[src/rtl/arp_query_sched.sv]
// arp_query_sched
// Round-robin scheduler that shares the single ARP query port of arp_tx
// among NUM_REQ IP-layer requesters. One requester is granted at a time.
// Its IP is presented to arp_tx, and the block waits for the matching reply.
// A timed-out query is re-sent up to MAX_RETRY more times. The outcome is
// returned as a one-hot completion pulse with a resolved/failed flag.
//
// Ports
//   logic_clk, logic_rst_n   clock, asynchronous active-low reset
//   req_valid_in[NUM_REQ]    per-requester resolve request (level)
//   req_ip_in[NUM_REQ*32]    target IP, requester i at [i*32 +: 32]
//   req_ready_out[NUM_REQ]   one-hot accept pulse (GRANT cycle)
//   done_valid_out[NUM_REQ]  one-hot completion pulse (DONE cycle)
//   done_ok_out              1 = resolved, 0 = failed, with done_valid_out
//   trig_arp_qvalid_out      query request toward arp_tx (SEND)
//   trig_arp_ip_out          queried IP, held through SEND/WAIT/DONE
//   trig_arp_qready_in       reply-match pulse from arp_tx
//   arp_tx_done_in           last beat of the arp_tx query frame
//   busy_out                 scheduler not idle
//   fail_cnt_out             saturating count of failed resolutions
//   dbg_state                current FSM state (0 IDLE,1 GRANT,2 SEND,3 WAIT,4 DONE)
//
// Handshake: a requester raises req_valid_in with a stable req_ip_in. The
// request is accepted by the one-cycle req_ready_out pulse. The requester
// drops req_valid_in in the following cycle, and a level still high after
// that is a new request. Every accepted request gets exactly one
// done_valid_out pulse, unless a reset intervenes.
//
// All outputs are flops loaded from values decoded from the next state, so
// each output lines up with the state it belongs to.

module arp_query_sched #(
  parameter int          NUM_REQ        = 4,
  parameter logic [31:0] TIMEOUT_CYCLES = 32'd1_250_000,
  parameter int          MAX_RETRY      = 3
) (
  input  logic                   logic_clk,
  input  logic                   logic_rst_n,
  input  logic [NUM_REQ-1:0]     req_valid_in,
  input  logic [NUM_REQ*32-1:0]  req_ip_in,
  output logic [NUM_REQ-1:0]     req_ready_out,
  output logic [NUM_REQ-1:0]     done_valid_out,
  output logic                   done_ok_out,
  output logic                   trig_arp_qvalid_out,
  output logic [31:0]            trig_arp_ip_out,
  input  logic                   trig_arp_qready_in,
  input  logic                   arp_tx_done_in,
  output logic                   busy_out,
  output logic [15:0]            fail_cnt_out,
  output logic [2:0]             dbg_state
);

  localparam int          GW       = (NUM_REQ > 1) ? $clog2(NUM_REQ) : 1;
  localparam logic [31:0] TERM     = TIMEOUT_CYCLES - 32'd1;
  localparam logic [3:0]  MAX_R    = 4'(MAX_RETRY);
  localparam logic [GW-1:0] LAST_RST = GW'(NUM_REQ - 1);

  typedef enum logic [2:0] {
    S_IDLE  = 3'd0,
    S_GRANT = 3'd1,
    S_SEND  = 3'd2,
    S_WAIT  = 3'd3,
    S_DONE  = 3'd4
  } state_t;

  state_t          state, next_state;
  logic [GW-1:0]   gnt, last_grant, pick;
  logic            any_req;
  logic [31:0]     ip_q, timer;
  logic [3:0]      retry_cnt;
  logic            hit;
  logic            timer_term, retry_left, ok_next;

  logic [NUM_REQ-1:0] ready_d, done_d;
  logic               ok_d, qvalid_d, busy_d;
  logic [31:0]        ip_d;
  logic [15:0]        fail_d;

  assign dbg_state  = state;
  assign timer_term = (timer == TERM);
  assign retry_left = (retry_cnt < MAX_R);
  // Success outcome if DONE is entered this cycle. In SEND a reply may
  // already have been seen (hit) or coincide with the end of the frame.
  assign ok_next    = (state == S_SEND) ? (hit | trig_arp_qready_in) : trig_arp_qready_in;

  // Round-robin search. The loop runs from the farthest candidate to the
  // nearest, so the last match written is the one nearest last_grant+1.
  always_comb begin : pick_search
    int idx;
    idx     = 0;
    pick    = '0;
    any_req = 1'b0;
    for (int k = NUM_REQ; k >= 1; k--) begin
      idx = (int'(last_grant) + k) % NUM_REQ;
      if (req_valid_in[GW'(idx)]) begin
        pick    = GW'(idx);
        any_req = 1'b1;
      end
    end
  end

  // State register
  always_ff @(posedge logic_clk or negedge logic_rst_n) begin
    if (!logic_rst_n) state <= S_IDLE;
    else              state <= next_state;
  end

  // Next-state logic
  always_comb begin
    next_state = state;
    case (state)
      S_IDLE:  if (any_req) next_state = S_GRANT;
      S_GRANT: next_state = S_SEND;
      S_SEND:  if (arp_tx_done_in) next_state = (hit | trig_arp_qready_in) ? S_DONE : S_WAIT;
      S_WAIT: begin
        // A reply in the terminal cycle wins over the timeout.
        if (trig_arp_qready_in)  next_state = S_DONE;
        else if (timer_term)     next_state = retry_left ? S_SEND : S_DONE;
      end
      S_DONE:  next_state = S_IDLE;
      default: next_state = S_IDLE;
    endcase
  end

  // Output decode (values the output flops take for the next cycle)
  always_comb begin
    ready_d  = '0;
    done_d   = '0;
    ok_d     = 1'b0;
    qvalid_d = (next_state == S_SEND);
    busy_d   = (next_state != S_IDLE);
    ip_d     = '0;
    fail_d   = fail_cnt_out;
    // GRANT is entered only from IDLE, so the grant index is the current pick.
    if (next_state == S_GRANT) ready_d[pick] = 1'b1;
    if (next_state == S_DONE) begin
      done_d[gnt] = 1'b1;
      ok_d        = ok_next;
      if (!ok_next && (fail_cnt_out != 16'hFFFF)) fail_d = fail_cnt_out + 16'd1;
    end
    // arp_tx matches replies against this IP, so it stays up until IDLE.
    if ((next_state == S_SEND) || (next_state == S_WAIT) || (next_state == S_DONE))
      ip_d = ip_q;
  end

  // Output registers
  always_ff @(posedge logic_clk or negedge logic_rst_n) begin
    if (!logic_rst_n) begin
      req_ready_out       <= '0;
      done_valid_out      <= '0;
      done_ok_out         <= 1'b0;
      trig_arp_qvalid_out <= 1'b0;
      trig_arp_ip_out     <= '0;
      busy_out            <= 1'b0;
      fail_cnt_out        <= '0;
    end else begin
      req_ready_out       <= ready_d;
      done_valid_out      <= done_d;
      done_ok_out         <= ok_d;
      trig_arp_qvalid_out <= qvalid_d;
      trig_arp_ip_out     <= ip_d;
      busy_out            <= busy_d;
      fail_cnt_out        <= fail_d;
    end
  end

  // Request bookkeeping, reply tracking and timeout counting
  always_ff @(posedge logic_clk or negedge logic_rst_n) begin
    if (!logic_rst_n) begin
      gnt        <= '0;
      last_grant <= LAST_RST;
      ip_q       <= '0;
      retry_cnt  <= '0;
      timer      <= '0;
      hit        <= 1'b0;
    end else begin
      case (state)
        S_IDLE: begin
          if (any_req) begin
            gnt       <= pick;
            ip_q      <= req_ip_in[32*int'(pick) +: 32];
            retry_cnt <= '0;
          end
        end
        S_GRANT: last_grant <= gnt;
        S_SEND: begin
          if (trig_arp_qready_in) hit <= 1'b1;
          if (arp_tx_done_in)     timer <= '0;
        end
        S_WAIT: begin
          timer <= timer + 32'd1;
          if (!trig_arp_qready_in && timer_term && retry_left)
            retry_cnt <= retry_cnt + 4'd1;
        end
        default: ;
      endcase
      // Every SEND phase starts with no reply seen.
      if ((next_state == S_SEND) && (state != S_SEND)) hit <= 1'b0;
    end
  end

endmodule

[config.mk]
export PLATFORM = sky130hd
export DESIGN_NAME = arp_query_sched
export DESIGN_NICKNAME = d
export VERILOG_FILES = /design/src/rtl/arp_query_sched.sv
export SDC_FILE = /design/constraint.sdc
export NUM_CORES = 1
export LEC_CHECK = 0
export BUFFER_PORTS_ARGS = -buffer_cell sky130_fd_sc_hd__clkbuf_2
export CORE_UTILIZATION = 25
export CTS_CLUSTER_SIZE = 24
export DETAILED_ROUTE_END_ITERATION = 10
export HOLD_SLACK_MARGIN = 0.12
export SYNTH_ARGS = -nofsm -noshare
export SYNTH_HDL_FRONTEND = slang
export SYNTH_SLANG_ARGS = --single-unit
[constraint.sdc]
create_clock -name logic_clk -period 2.9 [get_ports logic_clk]
set_clock_uncertainty 0.2 [all_clocks]
set_input_delay 0.725 -clock logic_clk [delete_from_list [all_inputs] [get_ports logic_clk]]
set_output_delay 0.725 -clock logic_clk [all_outputs]
set_load 0.05 [all_outputs]
==> impl_metrics.ini <==
[detailed_routing]
vias_per_cell = 4.65
drtAntennaViolNets = 0
wl_per_cell_um = 15.2
drcViolationCount = 0
first_pass_iters = 5
num_vias = 5504
drtIter0Drc = 227
routed_wl_um = 18000

[timing]
setup_viol = 0
timing.final.crit_share_pct = 82.4
rsz0062_at_grt = false
tns_ns = 0
hold_slack_ns = 0.274
final_hold_viol_count = 0
min_period_ns = 2.39
fmax_ghz = 0.419
worst_pin_slew_ns = 0.555
setup_ws_ns = 0.512
relSlewSlack_pct = 63.0
maxSlewViolCount = 0

[die]
die_h_um = 168
fp.dieW_um = 168
io-pin-count = 198
num_rows = 60
coreArea_mm2 = 0.0270
start_util_pct = 25.5
die_area_mm2 = 0.0281

[critical_path]
rr_endpoint = fail_cnt_out[2]
cp_slowest_cell = dfrtp_1
cp_max_fo = 9
arrival_ns = 1.46
r2r-start = timer[0]
crit_buf_inv = 2
cp.depth = 2
r2r_slack_ns = 0.53
critPathTopFamily = buffers and inverters
reg2reg_depth = 7
slowest_delay_ns = 0.51
start_kind = register
critPathRequiredTime_ns = 1.98
path_cells = buf_4, clkbuf_2
crit_start = dbg_state[0]
path_class = register to primary output
endpoint_kind = primary output

[pwr]
p_total_mw = 8.99
power_frac_comb_pct = 46.2
p_clk_share_pct = 22.1
p_per_area_mw_per_mm2 = 1000
swShare_pct = 42.7
power_switching_mw = 3.84
p_leak_nw = 4.28
sequentialPowerShare_pct = 31.7
ir_worst_vdd_v = 0.000442
p_int_mw = 5.15

[cells_and_area]
drive_gt1_share_pct = 38.2
fin_nets = 968
antenna_cells = 0
mostFrequentLayoutCells = clkbuf_2, dfrtp_1, mux2i_1, nor2_1, and2_1
area_delta_synth_final_pct = 30.7
mostFrequentLayoutCell = clkbuf_2

[synthesis]
synth_cell_type_count = 62
synth-main-ff-cell = dfrtp_1
synth_area_leaders = dfrtp_1, mux2i_1, a221oi_2, and2_1, nor2_1
synthCells = 612
syn_area_mm2 = 0.00687
synth_edf_count = 0
yosys.area.top_type = dfrtp_1
synth_top_cell_area_share_pct = 48.5
synthArstFlopShare_pct = 100
synth-seq-cells = 135
syn_nets = 751
avgSynthCellArea_um2 = 11.2
synth_warnings = 0
yosysSeqAreaShare_pct = 49.2

[clock_network]
numClockSinks = 135
clkTransAtPathRegs_ns = 0.06
clk_latency_ns = 0.41
cts_max_path_buffers = 2
cts_buffers = 17
ctsResizeCount = 0
cts_tree = built
h-tree-depth = 4
post-cts-setup-buffers = 0
cts_hold_buf = 1
ctsRootBufferMaster = clkbuf_16

[job]
drv_cap = 0

[global_routing]
top_usage_layer = met2
grt_util_met3_pct = 3.62
met1_usage_pct = 16.4
grt-ovfl-total = 0
grt_pass1_wl_um = 29000
track_usage_pct = 13.1
grt_start_max_net_pins = 56
grt_pass1_vias = 5453
met2_usage_pct = 22.1
antenna_found_initial = 0

[outcome]
status = finished, final reports clean

[worst_hold_path]
hp-start = ip_q[10]
min_delay_worst_endpoint = trig_arp_ip_out[10]
hold_class = register to register
min_path_cells = 1

[place]
pre_cts_slack_ns = 0.187
gp_congestion = 0.833
io_buffers = 197
hpwlAfterDp_um = 13200
==> layout make-up <==
| cell class | instances | area (um2) |
|---|---|---|
| clock inverter | 13 | 96.3 |
| inverter | 9 | 33.8 |
| tap | 341 | 427 |
| multi-input combinational | 433 | 3270 |
| clock buffer | 19 | 443 |
| fill | 2718 | 18000 |
| timing repair buffer | 233 | 1330 |
| sequential | 135 | 3380 |
==> sequential cells by signal, indices dropped and copies added, names as in the netlist <==
register,cells
ip_q,32
timer,32
trig_arp_ip_out,32
fail_cnt_out,16
done_valid_out,4
req_ready_out,4
retry_cnt,4
dbg_state,3
gnt,2
last_grant,2
busy_out,1
done_ok_out,1
hit,1
trig_arp_qvalid_out,1
==> cells by family (layout without fill, tap and decap cells) <==
kind of cell	Yosys count	after routing	share of synthesized area, %
xor gates and xnor gates	16	16	2.04
buffers and inverters	44	274	3.55
and+or+nand+nor	237	237	19.7
AOI/OAI and AO/OA	101	101	13.8
DFF	135	135	49.2
adders and majority gates	3	3	0.547
muxes	76	76	11.1
==> cell usage after synthesis, types with 2 or more instances <==
| master | count |
|---|---|
| o211ai_1 | 5 |
| o31ai_1 | 3 |
| buf_4 | 6 |
| nor3b_1 | 3 |
| o21ai_0 | 28 |
| inv_1 | 9 |
| o21ai_1 | 4 |
| nor2b_1 | 5 |
| a21oi_1 | 3 |
| nor4_1 | 3 |
| o211ai_2 | 3 |
| mux2_2 | 3 |
| o221a_2 | 2 |
| a221oi_2 | 30 |
| a22o_1 | 2 |
| nand4_1 | 25 |
| nor2_1 | 60 |
| nor3_1 | 8 |
| dfrtp_1 | 133 |
| clkbuf_1 | 14 |
| a221oi_1 | 2 |
| and4_1 | 7 |
| a31oi_1 | 7 |
| dfstp_2 | 2 |
| buf_2 | 9 |
| xnor2_1 | 15 |
| nand2_1 | 33 |
| ha_1 | 3 |
| nand3_1 | 20 |
| and3_1 | 12 |
| and2_1 | 40 |
| and4_4 | 2 |
| o31ai_2 | 3 |
| buf_6 | 6 |
| mux2i_1 | 73 |
| nor4b_1 | 3 |
==> how the worst max path moves through the flow <==
stage | to | slack, ns
floorplan | timer[28] | 0.53
global placement | ip_q[31] | 0.24
detailed placement | ip_q[31] | 0.19
CTS | dbg_state[0] | 0.48
global route | fail_cnt_out[2] | 0.34
finish | dbg_state[0] | 0.51
==> per-layer routing <==
metal	part of all wire, %	vias up
met1	45	2645
met2	48	159
met4	0.79	0
met5	0	-
met3	5.7	7
li1	-	2693
==> worst reg2reg max path: cells and delay by family, from the launching register on <==
| kind | cells | cell delay [ns] |
|---|---|---|
| XOR/XNOR | 1 | 0.16 |
| AO/OA/AOI/OAI | 1 | 0.41 |
| buffers and inverters | 1 | 0.24 |
| adder cells (fa/ha/maj) | 1 | 0.22 |
| AND/OR/NAND/NOR | 3 | 0.62 |
| flip-flops | 1 | 0.40 |
==> power groups by stage <==
| stage | Combinational [mW] | Sequential (mW) | Clock, mW |
|---|---|---|---|
| final | 4.15 | 2.85 | 1.99 |
| after global routing | 4.47 | 2.93 | 2.14 |
| after global placement | 4.17 | 2.87 | 0 |
| after CTS | 4.23 | 2.86 | 2.07 |
| after floorplan | 2.15 | 3.68 | 0 |
| after detailed placement | 4.21 | 2.88 | 0 |
==> metrics by stage <==
stage,instance area [um2],instances,utilization [%]
6_report,8980,1183,33.3
5_1_grt,8980,1183,33.3
4_1_cts,8980,1183,33.3
3_5_place_dp,8430,1150,31.3
3_3_place_gp,8430,1150,31.3
2_1_floorplan,6870,612,-
No activity file was read; power rests on OpenSTA's default activity.
